### src/rtl/detector_cfg_pkg.sv
`default_nettype none
// ============================================================================
//  Module      : detector_cfg_pkg
//  Description : Register map, FSM state type and response codes shared by
//                the detector configuration controller.
//  Revision    : 1.0 - initial release
// ============================================================================
package detector_cfg_pkg;

    // Word index of each register (byte address bits [3:2])
    localparam logic [1:0] REG_MAT  = 2'd0;
    localparam logic [1:0] REG_SR   = 2'd1;
    localparam logic [1:0] REG_SRS  = 2'd2;
    localparam logic [1:0] REG_CTRL = 2'd3;

    typedef enum logic [0:0] {
        CFG = 1'b0,
        RUN = 1'b1
    } cfg_state_t;

    localparam logic [1:0] RESP_OKAY   = 2'b00;
    localparam logic [1:0] RESP_SLVERR = 2'b10;

    function automatic logic [1:0] reg_index(input logic [3:0] byte_addr);
        return byte_addr[3:2];
    endfunction

endpackage
`default_nettype wire

### src/rtl/detector_cfg_ctrl_if.sv
`default_nettype none
// ============================================================================
//  Module      : detector_cfg_ctrl_if
//  Description : AXI4-Lite bus bundle (4-bit address) with master and slave
//                views.
//  Revision    : 1.0 - initial release
// ============================================================================
interface detector_cfg_ctrl_if #(
    parameter int DATA_WIDTH = 32
);
    logic [3:0]            s_awaddr;
    logic                  s_awvalid;
    logic                  s_awready;
    logic [DATA_WIDTH-1:0] s_wdata;
    logic                  s_wvalid;
    logic                  s_wready;
    logic [1:0]            s_bresp;
    logic                  s_bvalid;
    logic                  s_bready;
    logic [3:0]            s_araddr;
    logic                  s_arvalid;
    logic                  s_arready;
    logic [DATA_WIDTH-1:0] s_rdata;
    logic [1:0]            s_rresp;
    logic                  s_rvalid;
    logic                  s_rready;

    modport master (
        output s_awaddr, s_awvalid, s_wdata, s_wvalid, s_bready,
               s_araddr, s_arvalid, s_rready,
        input  s_awready, s_wready, s_bresp, s_bvalid,
               s_arready, s_rdata, s_rresp, s_rvalid
    );

    modport slave (
        input  s_awaddr, s_awvalid, s_wdata, s_wvalid, s_bready,
               s_araddr, s_arvalid, s_rready,
        output s_awready, s_wready, s_bresp, s_bvalid,
               s_arready, s_rdata, s_rresp, s_rvalid
    );

endinterface
`default_nettype wire

### src/rtl/axil_slave_if.sv
`default_nettype none
// ============================================================================
//  Module      : axil_slave_if
//  Description : AXI4-Lite handshake engine; presents single-cycle write and
//                read requests to the register logic and returns responses.
//  Revision    : 1.0 - initial release
// ============================================================================
module axil_slave_if
    import detector_cfg_pkg::*;
#(
    parameter int DATA_WIDTH = 32
) (
    input  wire logic                  clk,
    input  wire logic                  resetn,
    detector_cfg_ctrl_if.slave         s_axil,
    output logic                       wr_req,
    output logic [1:0]                 wr_addr,
    output logic [DATA_WIDTH-1:0]      wr_data,
    input  wire logic                  wr_err,
    output logic                       b_done,
    output logic [1:0]                 rd_addr,
    input  wire logic [DATA_WIDTH-1:0] rd_data
);

    logic                  bvalid_q, bvalid_d;
    logic [1:0]            bresp_q, bresp_d;
    logic                  rvalid_q, rvalid_d;
    logic [DATA_WIDTH-1:0] rdata_q, rdata_d;
    logic                  wr_hs;
    logic                  rd_hs;
    logic                  unused_addr_lsbs;

    // Address and data are accepted together, and only with no response pending
    assign wr_hs   = s_axil.s_awvalid && s_axil.s_wvalid && !bvalid_q;
    assign rd_hs   = s_axil.s_arvalid && !rvalid_q;

    assign wr_req  = wr_hs;
    assign wr_addr = reg_index(s_axil.s_awaddr);
    assign wr_data = s_axil.s_wdata;
    assign b_done  = bvalid_q && s_axil.s_bready;
    assign rd_addr = reg_index(s_axil.s_araddr);

    assign unused_addr_lsbs = ^{s_axil.s_awaddr[1:0], s_axil.s_araddr[1:0]};

    assign s_axil.s_awready = wr_hs;
    assign s_axil.s_wready  = wr_hs;
    assign s_axil.s_bvalid  = bvalid_q;
    assign s_axil.s_bresp   = bresp_q;
    assign s_axil.s_arready = !rvalid_q;
    assign s_axil.s_rvalid  = rvalid_q;
    assign s_axil.s_rdata   = rdata_q;
    assign s_axil.s_rresp   = RESP_OKAY;

    always_comb begin
        bvalid_d = bvalid_q;
        bresp_d  = bresp_q;
        rvalid_d = rvalid_q;
        rdata_d  = rdata_q;
        if (wr_hs) begin
            bvalid_d = 1'b1;
            bresp_d  = wr_err ? RESP_SLVERR : RESP_OKAY;
        end else if (b_done) begin
            bvalid_d = 1'b0;
        end
        if (rd_hs) begin
            rvalid_d = 1'b1;
            rdata_d  = rd_data;
        end else if (rvalid_q && s_axil.s_rready) begin
            rvalid_d = 1'b0;
        end
    end

    always_ff @(posedge clk or negedge resetn) begin
        if (!resetn) begin
            bvalid_q <= 1'b0;
            bresp_q  <= RESP_OKAY;
            rvalid_q <= 1'b0;
            rdata_q  <= '0;
        end else begin
            bvalid_q <= bvalid_d;
            bresp_q  <= bresp_d;
            rvalid_q <= rvalid_d;
            rdata_q  <= rdata_d;
        end
    end

endmodule
`default_nettype wire

### src/rtl/detector_cfg_ctrl.sv
`default_nettype none
// ============================================================================
//  Module      : detector_cfg_ctrl
//  Description : Sequences matrix / sR / sRs loading into the hyperspectral
//                detector datapath and gates pixel streaming until complete.
//  Revision    : 1.0 - initial release
// ============================================================================
module detector_cfg_ctrl
    import detector_cfg_pkg::*;
#(
    parameter int NUM_BANDS       = 16,
    parameter int BRAM_DATA_WIDTH = 32,
    parameter int MAT_AW          = 8,
    parameter int SR_AW           = 4
) (
    input  wire logic                       clk,
    input  wire logic                       resetn,
    detector_cfg_ctrl_if.slave              s_axil,
    input  wire logic                       dp_busy,
    output logic                            mat_we,
    output logic [MAT_AW-1:0]               mat_addr,
    output logic [BRAM_DATA_WIDTH-1:0]      mat_wdata,
    output logic                            sr_we,
    output logic [SR_AW-1:0]                sr_addr,
    output logic [BRAM_DATA_WIDTH-1:0]      sr_wdata,
    output logic [BRAM_DATA_WIDTH-1:0]      srs,
    output logic                            debug,
    output logic                            stream_en
);

    localparam logic [0:0]    S_CFG    = 1'(CFG);
    localparam logic [0:0]    S_RUN    = 1'(RUN);
    localparam logic [MAT_AW:0] MAT_FULL = (MAT_AW+1)'(NUM_BANDS * NUM_BANDS);
    localparam logic [SR_AW:0]  SR_FULL  = (SR_AW+1)'(NUM_BANDS);

    logic [0:0]                 state_q, state_d;
    logic [MAT_AW:0]            mat_cnt_q, mat_cnt_d;
    logic [SR_AW:0]             sr_cnt_q, sr_cnt_d;
    logic                       mat_we_q, mat_we_d;
    logic [MAT_AW-1:0]          mat_addr_q, mat_addr_d;
    logic [BRAM_DATA_WIDTH-1:0] mat_wdata_q, mat_wdata_d;
    logic                       sr_we_q, sr_we_d;
    logic [SR_AW-1:0]           sr_addr_q, sr_addr_d;
    logic [BRAM_DATA_WIDTH-1:0] sr_wdata_q, sr_wdata_d;
    logic [BRAM_DATA_WIDTH-1:0] srs_q, srs_d;
    logic                       debug_q, debug_d;
    logic                       stream_en_q, stream_en_d;
    logic                       run_pend_q, run_pend_d;

    logic                       wr_req;
    logic [1:0]                 wr_addr;
    logic [BRAM_DATA_WIDTH-1:0] wr_data;
    logic                       wr_err;
    logic                       b_done;
    logic [1:0]                 rd_addr;
    logic [BRAM_DATA_WIDTH-1:0] rd_data;
    logic                       leave_run;
    logic                       in_run;
    logic [MAT_AW:0]            mat_base;
    logic [SR_AW:0]             sr_base;

    axil_slave_if #(
        .DATA_WIDTH (BRAM_DATA_WIDTH)
    ) u_axil (
        .clk     (clk),
        .resetn  (resetn),
        .s_axil  (s_axil),
        .wr_req  (wr_req),
        .wr_addr (wr_addr),
        .wr_data (wr_data),
        .wr_err  (wr_err),
        .b_done  (b_done),
        .rd_addr (rd_addr),
        .rd_data (rd_data)
    );

    assign in_run = (state_q == S_RUN);
    // A data write in RUN restarts loading, so it lands at index 0
    assign mat_base = in_run ? '0 : mat_cnt_q;
    assign sr_base  = in_run ? '0 : sr_cnt_q;

    always_comb begin
        state_d     = state_q;
        mat_cnt_d   = mat_cnt_q;
        sr_cnt_d    = sr_cnt_q;
        mat_we_d    = 1'b0;
        mat_addr_d  = mat_addr_q;
        mat_wdata_d = mat_wdata_q;
        sr_we_d     = 1'b0;
        sr_addr_d   = sr_addr_q;
        sr_wdata_d  = sr_wdata_q;
        srs_d       = srs_q;
        debug_d     = debug_q;
        stream_en_d = stream_en_q;
        run_pend_d  = run_pend_q;
        wr_err      = 1'b0;
        leave_run   = 1'b0;

        // Streaming opens only once the master has seen the completing response
        if (b_done && run_pend_q) begin
            stream_en_d = 1'b1;
            run_pend_d  = 1'b0;
        end

        if (wr_req) begin
            case (wr_addr)
                REG_MAT, REG_SR: begin
                    if (in_run && dp_busy) begin
                        wr_err = 1'b1;
                    end else if (wr_addr == REG_MAT && mat_base == MAT_FULL) begin
                        wr_err = 1'b1;
                    end else if (wr_addr == REG_SR && sr_base == SR_FULL) begin
                        wr_err = 1'b1;
                    end else begin
                        if (in_run) begin
                            leave_run = 1'b1;
                            state_d   = S_CFG;
                        end
                        mat_cnt_d = mat_base;
                        sr_cnt_d  = sr_base;
                        if (wr_addr == REG_MAT) begin
                            mat_we_d    = 1'b1;
                            mat_addr_d  = mat_base[MAT_AW-1:0];
                            mat_wdata_d = wr_data;
                            mat_cnt_d   = mat_base + 1'b1;
                        end else begin
                            sr_we_d    = 1'b1;
                            sr_addr_d  = sr_base[SR_AW-1:0];
                            sr_wdata_d = wr_data;
                            sr_cnt_d   = sr_base + 1'b1;
                        end
                    end
                end
                REG_SRS: begin
                    srs_d = wr_data;
                    if (!in_run && mat_cnt_q == MAT_FULL && sr_cnt_q == SR_FULL) begin
                        state_d    = S_RUN;
                        run_pend_d = 1'b1;
                    end
                end
                default: begin
                    debug_d = wr_data[0];
                    if (wr_data[1]) begin
                        leave_run = 1'b1;
                        state_d   = S_CFG;
                        mat_cnt_d = '0;
                        sr_cnt_d  = '0;
                    end
                end
            endcase
        end

        if (leave_run) begin
            stream_en_d = 1'b0;
            run_pend_d  = 1'b0;
        end
    end

    // Reads see register state before any write accepted in the same cycle
    always_comb begin
        rd_data = '0;
        case (rd_addr)
            REG_MAT: rd_data = BRAM_DATA_WIDTH'(mat_cnt_q);
            REG_SR:  rd_data = BRAM_DATA_WIDTH'(sr_cnt_q);
            REG_SRS: rd_data = srs_q;
            default: rd_data = BRAM_DATA_WIDTH'({in_run, 1'b0, debug_q});
        endcase
    end

    always_ff @(posedge clk or negedge resetn) begin
        if (!resetn) begin
            state_q     <= S_CFG;
            mat_cnt_q   <= '0;
            sr_cnt_q    <= '0;
            mat_we_q    <= 1'b0;
            mat_addr_q  <= '0;
            mat_wdata_q <= '0;
            sr_we_q     <= 1'b0;
            sr_addr_q   <= '0;
            sr_wdata_q  <= '0;
            srs_q       <= '0;
            debug_q     <= 1'b0;
            stream_en_q <= 1'b0;
            run_pend_q  <= 1'b0;
        end else begin
            state_q     <= state_d;
            mat_cnt_q   <= mat_cnt_d;
            sr_cnt_q    <= sr_cnt_d;
            mat_we_q    <= mat_we_d;
            mat_addr_q  <= mat_addr_d;
            mat_wdata_q <= mat_wdata_d;
            sr_we_q     <= sr_we_d;
            sr_addr_q   <= sr_addr_d;
            sr_wdata_q  <= sr_wdata_d;
            srs_q       <= srs_d;
            debug_q     <= debug_d;
            stream_en_q <= stream_en_d;
            run_pend_q  <= run_pend_d;
        end
    end

    assign mat_we    = mat_we_q;
    assign mat_addr  = mat_addr_q;
    assign mat_wdata = mat_wdata_q;
    assign sr_we     = sr_we_q;
    assign sr_addr   = sr_addr_q;
    assign sr_wdata  = sr_wdata_q;
    assign srs       = srs_q;
    assign debug     = debug_q;
    // Drops combinationally so no pixel is accepted on the cycle loading restarts
    assign stream_en = stream_en_q && !leave_run;

endmodule
`default_nettype wire

### src/flat_wrapper.sv
// flat-port wrapper written by rule: the top's interface ports become plain ports
module detector_cfg_ctrl_flat import detector_cfg_pkg::*;
#(
    parameter int NUM_BANDS       = 16,
    parameter int BRAM_DATA_WIDTH = 32,
    parameter int MAT_AW          = 8,
    parameter int SR_AW           = 4
)
  (clk, resetn, dp_busy, mat_we, mat_addr, mat_wdata, sr_we, sr_addr, sr_wdata, srs, debug, stream_en, s_axil_s_awaddr, s_axil_s_awvalid, s_axil_s_wdata, s_axil_s_wvalid, s_axil_s_bready, s_axil_s_araddr, s_axil_s_arvalid, s_axil_s_rready, s_axil_s_awready, s_axil_s_wready, s_axil_s_bresp, s_axil_s_bvalid, s_axil_s_arready, s_axil_s_rdata, s_axil_s_rresp, s_axil_s_rvalid);
  detector_cfg_ctrl_if s_axil_i ();
  input  wire logic clk;
  input  wire logic resetn;
  input  wire logic dp_busy;
  output logic mat_we;
  output logic [MAT_AW-1:0] mat_addr;
  output logic [BRAM_DATA_WIDTH-1:0] mat_wdata;
  output logic sr_we;
  output logic [SR_AW-1:0] sr_addr;
  output logic [BRAM_DATA_WIDTH-1:0] sr_wdata;
  output logic [BRAM_DATA_WIDTH-1:0] srs;
  output logic debug;
  output logic stream_en;
  input wire logic [$bits(s_axil_i.s_awaddr)-1:0] s_axil_s_awaddr;
  input wire logic [$bits(s_axil_i.s_awvalid)-1:0] s_axil_s_awvalid;
  input wire logic [$bits(s_axil_i.s_wdata)-1:0] s_axil_s_wdata;
  input wire logic [$bits(s_axil_i.s_wvalid)-1:0] s_axil_s_wvalid;
  input wire logic [$bits(s_axil_i.s_bready)-1:0] s_axil_s_bready;
  input wire logic [$bits(s_axil_i.s_araddr)-1:0] s_axil_s_araddr;
  input wire logic [$bits(s_axil_i.s_arvalid)-1:0] s_axil_s_arvalid;
  input wire logic [$bits(s_axil_i.s_rready)-1:0] s_axil_s_rready;
  output wire logic [$bits(s_axil_i.s_awready)-1:0] s_axil_s_awready;
  output wire logic [$bits(s_axil_i.s_wready)-1:0] s_axil_s_wready;
  output wire logic [$bits(s_axil_i.s_bresp)-1:0] s_axil_s_bresp;
  output wire logic [$bits(s_axil_i.s_bvalid)-1:0] s_axil_s_bvalid;
  output wire logic [$bits(s_axil_i.s_arready)-1:0] s_axil_s_arready;
  output wire logic [$bits(s_axil_i.s_rdata)-1:0] s_axil_s_rdata;
  output wire logic [$bits(s_axil_i.s_rresp)-1:0] s_axil_s_rresp;
  output wire logic [$bits(s_axil_i.s_rvalid)-1:0] s_axil_s_rvalid;
  assign s_axil_i.s_awaddr = s_axil_s_awaddr;
  assign s_axil_i.s_awvalid = s_axil_s_awvalid;
  assign s_axil_i.s_wdata = s_axil_s_wdata;
  assign s_axil_i.s_wvalid = s_axil_s_wvalid;
  assign s_axil_i.s_bready = s_axil_s_bready;
  assign s_axil_i.s_araddr = s_axil_s_araddr;
  assign s_axil_i.s_arvalid = s_axil_s_arvalid;
  assign s_axil_i.s_rready = s_axil_s_rready;
  assign s_axil_s_awready = s_axil_i.s_awready;
  assign s_axil_s_wready = s_axil_i.s_wready;
  assign s_axil_s_bresp = s_axil_i.s_bresp;
  assign s_axil_s_bvalid = s_axil_i.s_bvalid;
  assign s_axil_s_arready = s_axil_i.s_arready;
  assign s_axil_s_rdata = s_axil_i.s_rdata;
  assign s_axil_s_rresp = s_axil_i.s_rresp;
  assign s_axil_s_rvalid = s_axil_i.s_rvalid;
  detector_cfg_ctrl #(.NUM_BANDS(NUM_BANDS), .BRAM_DATA_WIDTH(BRAM_DATA_WIDTH), .MAT_AW(MAT_AW), .SR_AW(SR_AW)) u_core (.clk(clk), .resetn(resetn), .s_axil(s_axil_i), .dp_busy(dp_busy), .mat_we(mat_we), .mat_addr(mat_addr), .mat_wdata(mat_wdata), .sr_we(sr_we), .sr_addr(sr_addr), .sr_wdata(sr_wdata), .srs(srs), .debug(debug), .stream_en(stream_en));
endmodule
### config.mk
export PLATFORM = sky130hd
export DESIGN_NAME = detector_cfg_ctrl_flat
export DESIGN_NICKNAME = d
export VERILOG_FILES = /design/src/rtl/detector_cfg_pkg.sv /design/src/rtl/detector_cfg_ctrl_if.sv /design/src/rtl/axil_slave_if.sv /design/src/rtl/detector_cfg_ctrl.sv /design/src/flat_wrapper.sv
export SDC_FILE = /design/constraint.sdc
export NUM_CORES = 1
export LEC_CHECK = 0
export ABC_AREA = 1
export CAP_MARGIN = 20
export CELL_PAD_IN_SITES_DETAIL_PLACEMENT = 1
export CELL_PAD_IN_SITES_GLOBAL_PLACEMENT = 1
export CORE_UTILIZATION = 38
export DETAILED_ROUTE_END_ITERATION = 10
export PLACE_DENSITY = 0.86
export SKIP_LAST_GASP = 1
export SLEW_MARGIN = 20
export SYNTH_ARGS = -nofsm -noshare
export SYNTH_HDL_FRONTEND = slang
export SYNTH_HIERARCHICAL = 1
export SYNTH_SLANG_ARGS = --single-unit
### constraint.sdc
create_clock -name clk -period 2.8 [get_ports clk]
set_input_delay 0.28 -clock clk [delete_from_list [all_inputs] [get_ports clk]]
set_output_delay 0.28 -clock clk [all_outputs]
set_load 0.02 [all_outputs]
==> flow_metrics.tcl <==
set metrics [dict create \
    clock-sinks 163 \
    coreArea_mm2 0.0190 \
    fp.dieH_um 142 \
    antenna_found_initial 0 \
    place_area_mm2 0.00928 \
    crit_buf_inv 1 \
    dr.pass1.iters 4 \
    netlist.area_leader.share_pct 54.9 \
    setup_violations 0 \
    cts-resized-gates 0 \
    fin_nets 1071 \
    hold_viol 0 \
    cp_max_fo 13 \
    slew_viol_final 0 \
    fin_crit_ns 2.67 \
    synth.top_cells.by_count "259 x nand2_1, 163 x dfrtp_1, 92 x inv_1" \
    grt_max_degree 60 \
    crit_path_start_kind "register" \
    die_w_um 142 \
    cpLargestDelayFamily "flip-flops" \
    clock_tree.root_cell "clkbuf_16" \
    ant_nets 0 \
    clk_latency_ns 0.43 \
    async_flop_share_pct 100 \
    overflow 0 \
    p_leak_nw 4.76 \
    start_util_pct 39.2 \
    path_clk_slew_ns 0.06 \
    hold_class "in2async" \
    yosysMostFrequentCell "nand2_1" \
    wl_um 22000 \
    fillCellCount 2221 \
    maxSlewHeadroom_pct 49.7 \
    cts_tree "built" \
    synth_enable_flop_cells 0 \
    status "completed" \
    syn_area_per_cell_um2 8.55 \
    critical_path_arrival_ns 2.39 \
    path_class "reg2out" \
    rows 50 \
    wl_per_cell_um 17.1 \
    fin_skew_ns 0.0131 \
    grt_pass1_vias 6532 \
    post-route-period-util_pct 95.4 \
    gp_congestion 0.859 \
    yosysWarnings 6 \
    drc_errors 0 \
    track_usage_pct 23.0 \
    cts-buffers-inserted 17 \
    slowest_stage "dfrtp_1" \
    cpPeakStageDelay_ns 0.69 \
    via_count 6254 \
    tightest_slew_ns 0.754 \
    seq_area_frac_synth_pct 54.9 \
    area_delta_synth_final_pct 32.9 \
    drive_gt1_share_pct 6.49 \
    pin_count 201 \
    dieArea_mm2 0.0201 \
    rsz0062_at_grt "no" \
    reg2reg_slack_ns 0.45 \
    crit_chain "nand2_2, nand3_1, o21ai_0, nor2_1, clkdlybuf4s50_1" \
    setup_tns_ns 0 \
    syn-cell-area_mm2 0.00743 \
    hold_slack_ns 0.317 \
    antenna_cells 0 \
    avgViaCountPerCell 4.84 \
    power.density_mw_per_mm2 811 \
    stdcell_area_mm2 0.00988 \
    cap_violations 0 \
    required_ns 2.52 \
    synth.area.top_cells "dfrtp_1 55%, nand2_1 13%, o21ai_0 5.5%" \
    portBuffers 193 \
    max_freq_mhz 375 \
    dp_hpwl_um 15900 \
    grt_pass1_wl_um 35400 \
    synth_area_leader_cell "dfrtp_1" \
    synth_ff_type "dfrtp_1" \
    postCtsSetupBuffers 0 \
    ys_ff_latch 163 \
    clk_path_buf_depth 2 \
    synth.distinct_cells 30 \
    endpoint_kind "primary output" \
    synth_cells 869 \
    vdd_drop_max_mv 0.392 \
    h-tree-depth 4 \
    drt_iter0_drc 239 \
]
metrics by stage:
stage | setup slack [ns] | cells | power, W | util, %
finish | 0.130 | 1292 | 0.00801 | 52.1
global placement | 0.376 | 1259 | 0.00557 | 48.9
floorplan | 0.889 | 871 | 0.00438 | -
global route | 0.0565 | 1292 | 0.00840 | 52.1
detailed placement | 0.315 | 1259 | 0.00568 | 48.9
CTS | 0.126 | 1292 | 0.00810 | 52.1
cell type report:
type                       count  area (um2)  share of cell area, %
timing repair buffer         209        2090                   21.2
clock inverter                14         163                   1.65
sequential                   163        4080                   41.3
tap                          260         325                   3.29
multi-input combinational    531        2420                   24.5
inverter                      97         364                   3.69
clock buffer                  18         429                   4.34
per-layer routing:
metal / wire [um] / vias to the layer above / track usage, %
li1: - / 2984 / -
met1: 9660 / 3073 / 29.4
met2: 10700 / 162 / 37.7
met3: 1050 / 35 / 5.06
met4: 587 / 0 / 9.73
met5: 0 / - / 0
cell usage in the layout, fill, tap and decap left out:
cell type and n:
nand2_4 2, clkbuf_16 17, nand2_1 259, nand4_4 2, inv_6 5, clkinv_1 1, conb_1 3, a21oi_1 5
nor2_2 5, nand3_2 1, nor2_4 4, clkinvlp_4 2, nor2_1 55, inv_2 4, buf_12 3, ha_1 4
clkinv_2 2, o21ai_1 41, xnor2_1 1, o2111ai_1 2, dfrtp_1 163, bufinv_16 2, nand4_1 7, nand3_1 46
buf_6 1, nand2_2 2, buf_4 12, xor2_1 5, dlygate4sd3_1 1, o221ai_1 3, inv_8 3, nor3_1 2
o21ai_0 82, inv_1 92, clkbuf_1 1, clkdlybuf4s50_1 192
power breakdown:
part / internal [W] / switching [W] / total, W
sequential: 0.00282 / 0.000341 / 0.00316
clock: 0.00134 / 0.00103 / 0.00238
combinational: 0.00109 / 0.00138 / 0.00247
worst paths after layout:
kind | startpoint | end | cells after the start
setup / recovery | u_core/in_run | stream_en | 5
hold / removal | resetn | u_core/mat_we | 2
setup reg to reg | u_core/in_run | u_core/mat_wdata[3] | 9
hold reg to reg | u_core/u_axil/s_axil.s_rdata[27] | u_core/u_axil/s_axil.s_rdata[27] | 2
max in group asynchronous | resetn | u_core/u_axil/s_axil.s_rdata[27] | 3
min in group clk | s_axil_s_wdata[9] | u_core/sr_wdata[9] | 3
registers in the layout, summed over array words and instances, names as in the netlist, 4 cells and up:
name,flops
u_core/sr_addr,4
u_core/srs,32
u_core/sr_cnt_q,5
u_core/mat_cnt_q,9
u_core/mat_addr,8
u_core/mat_wdata,32
u_core/sr_wdata,32
u_core/u_axil/s_axil.s_rdata,32
logic make-up after synthesis:
kind of cell             synth area share (%)
AO/OA/AOI/OAI                            9.21
XOR/XNOR                                0.707
adder cells (fa/ha/maj)                 0.673
buffers and inverters                    12.7
flip-flops                               54.9
other                                  0.0504
AND/OR/NAND/NOR                          21.8
repair_timing:
action | 4_1_cts | 5_1_grt
endpoints found under the hold margin | 32 | 0
endpoints found under the setup margin | 0 | 0
hold buffers | 1 | 0
No activity file was read; power rests on OpenSTA's default activity.
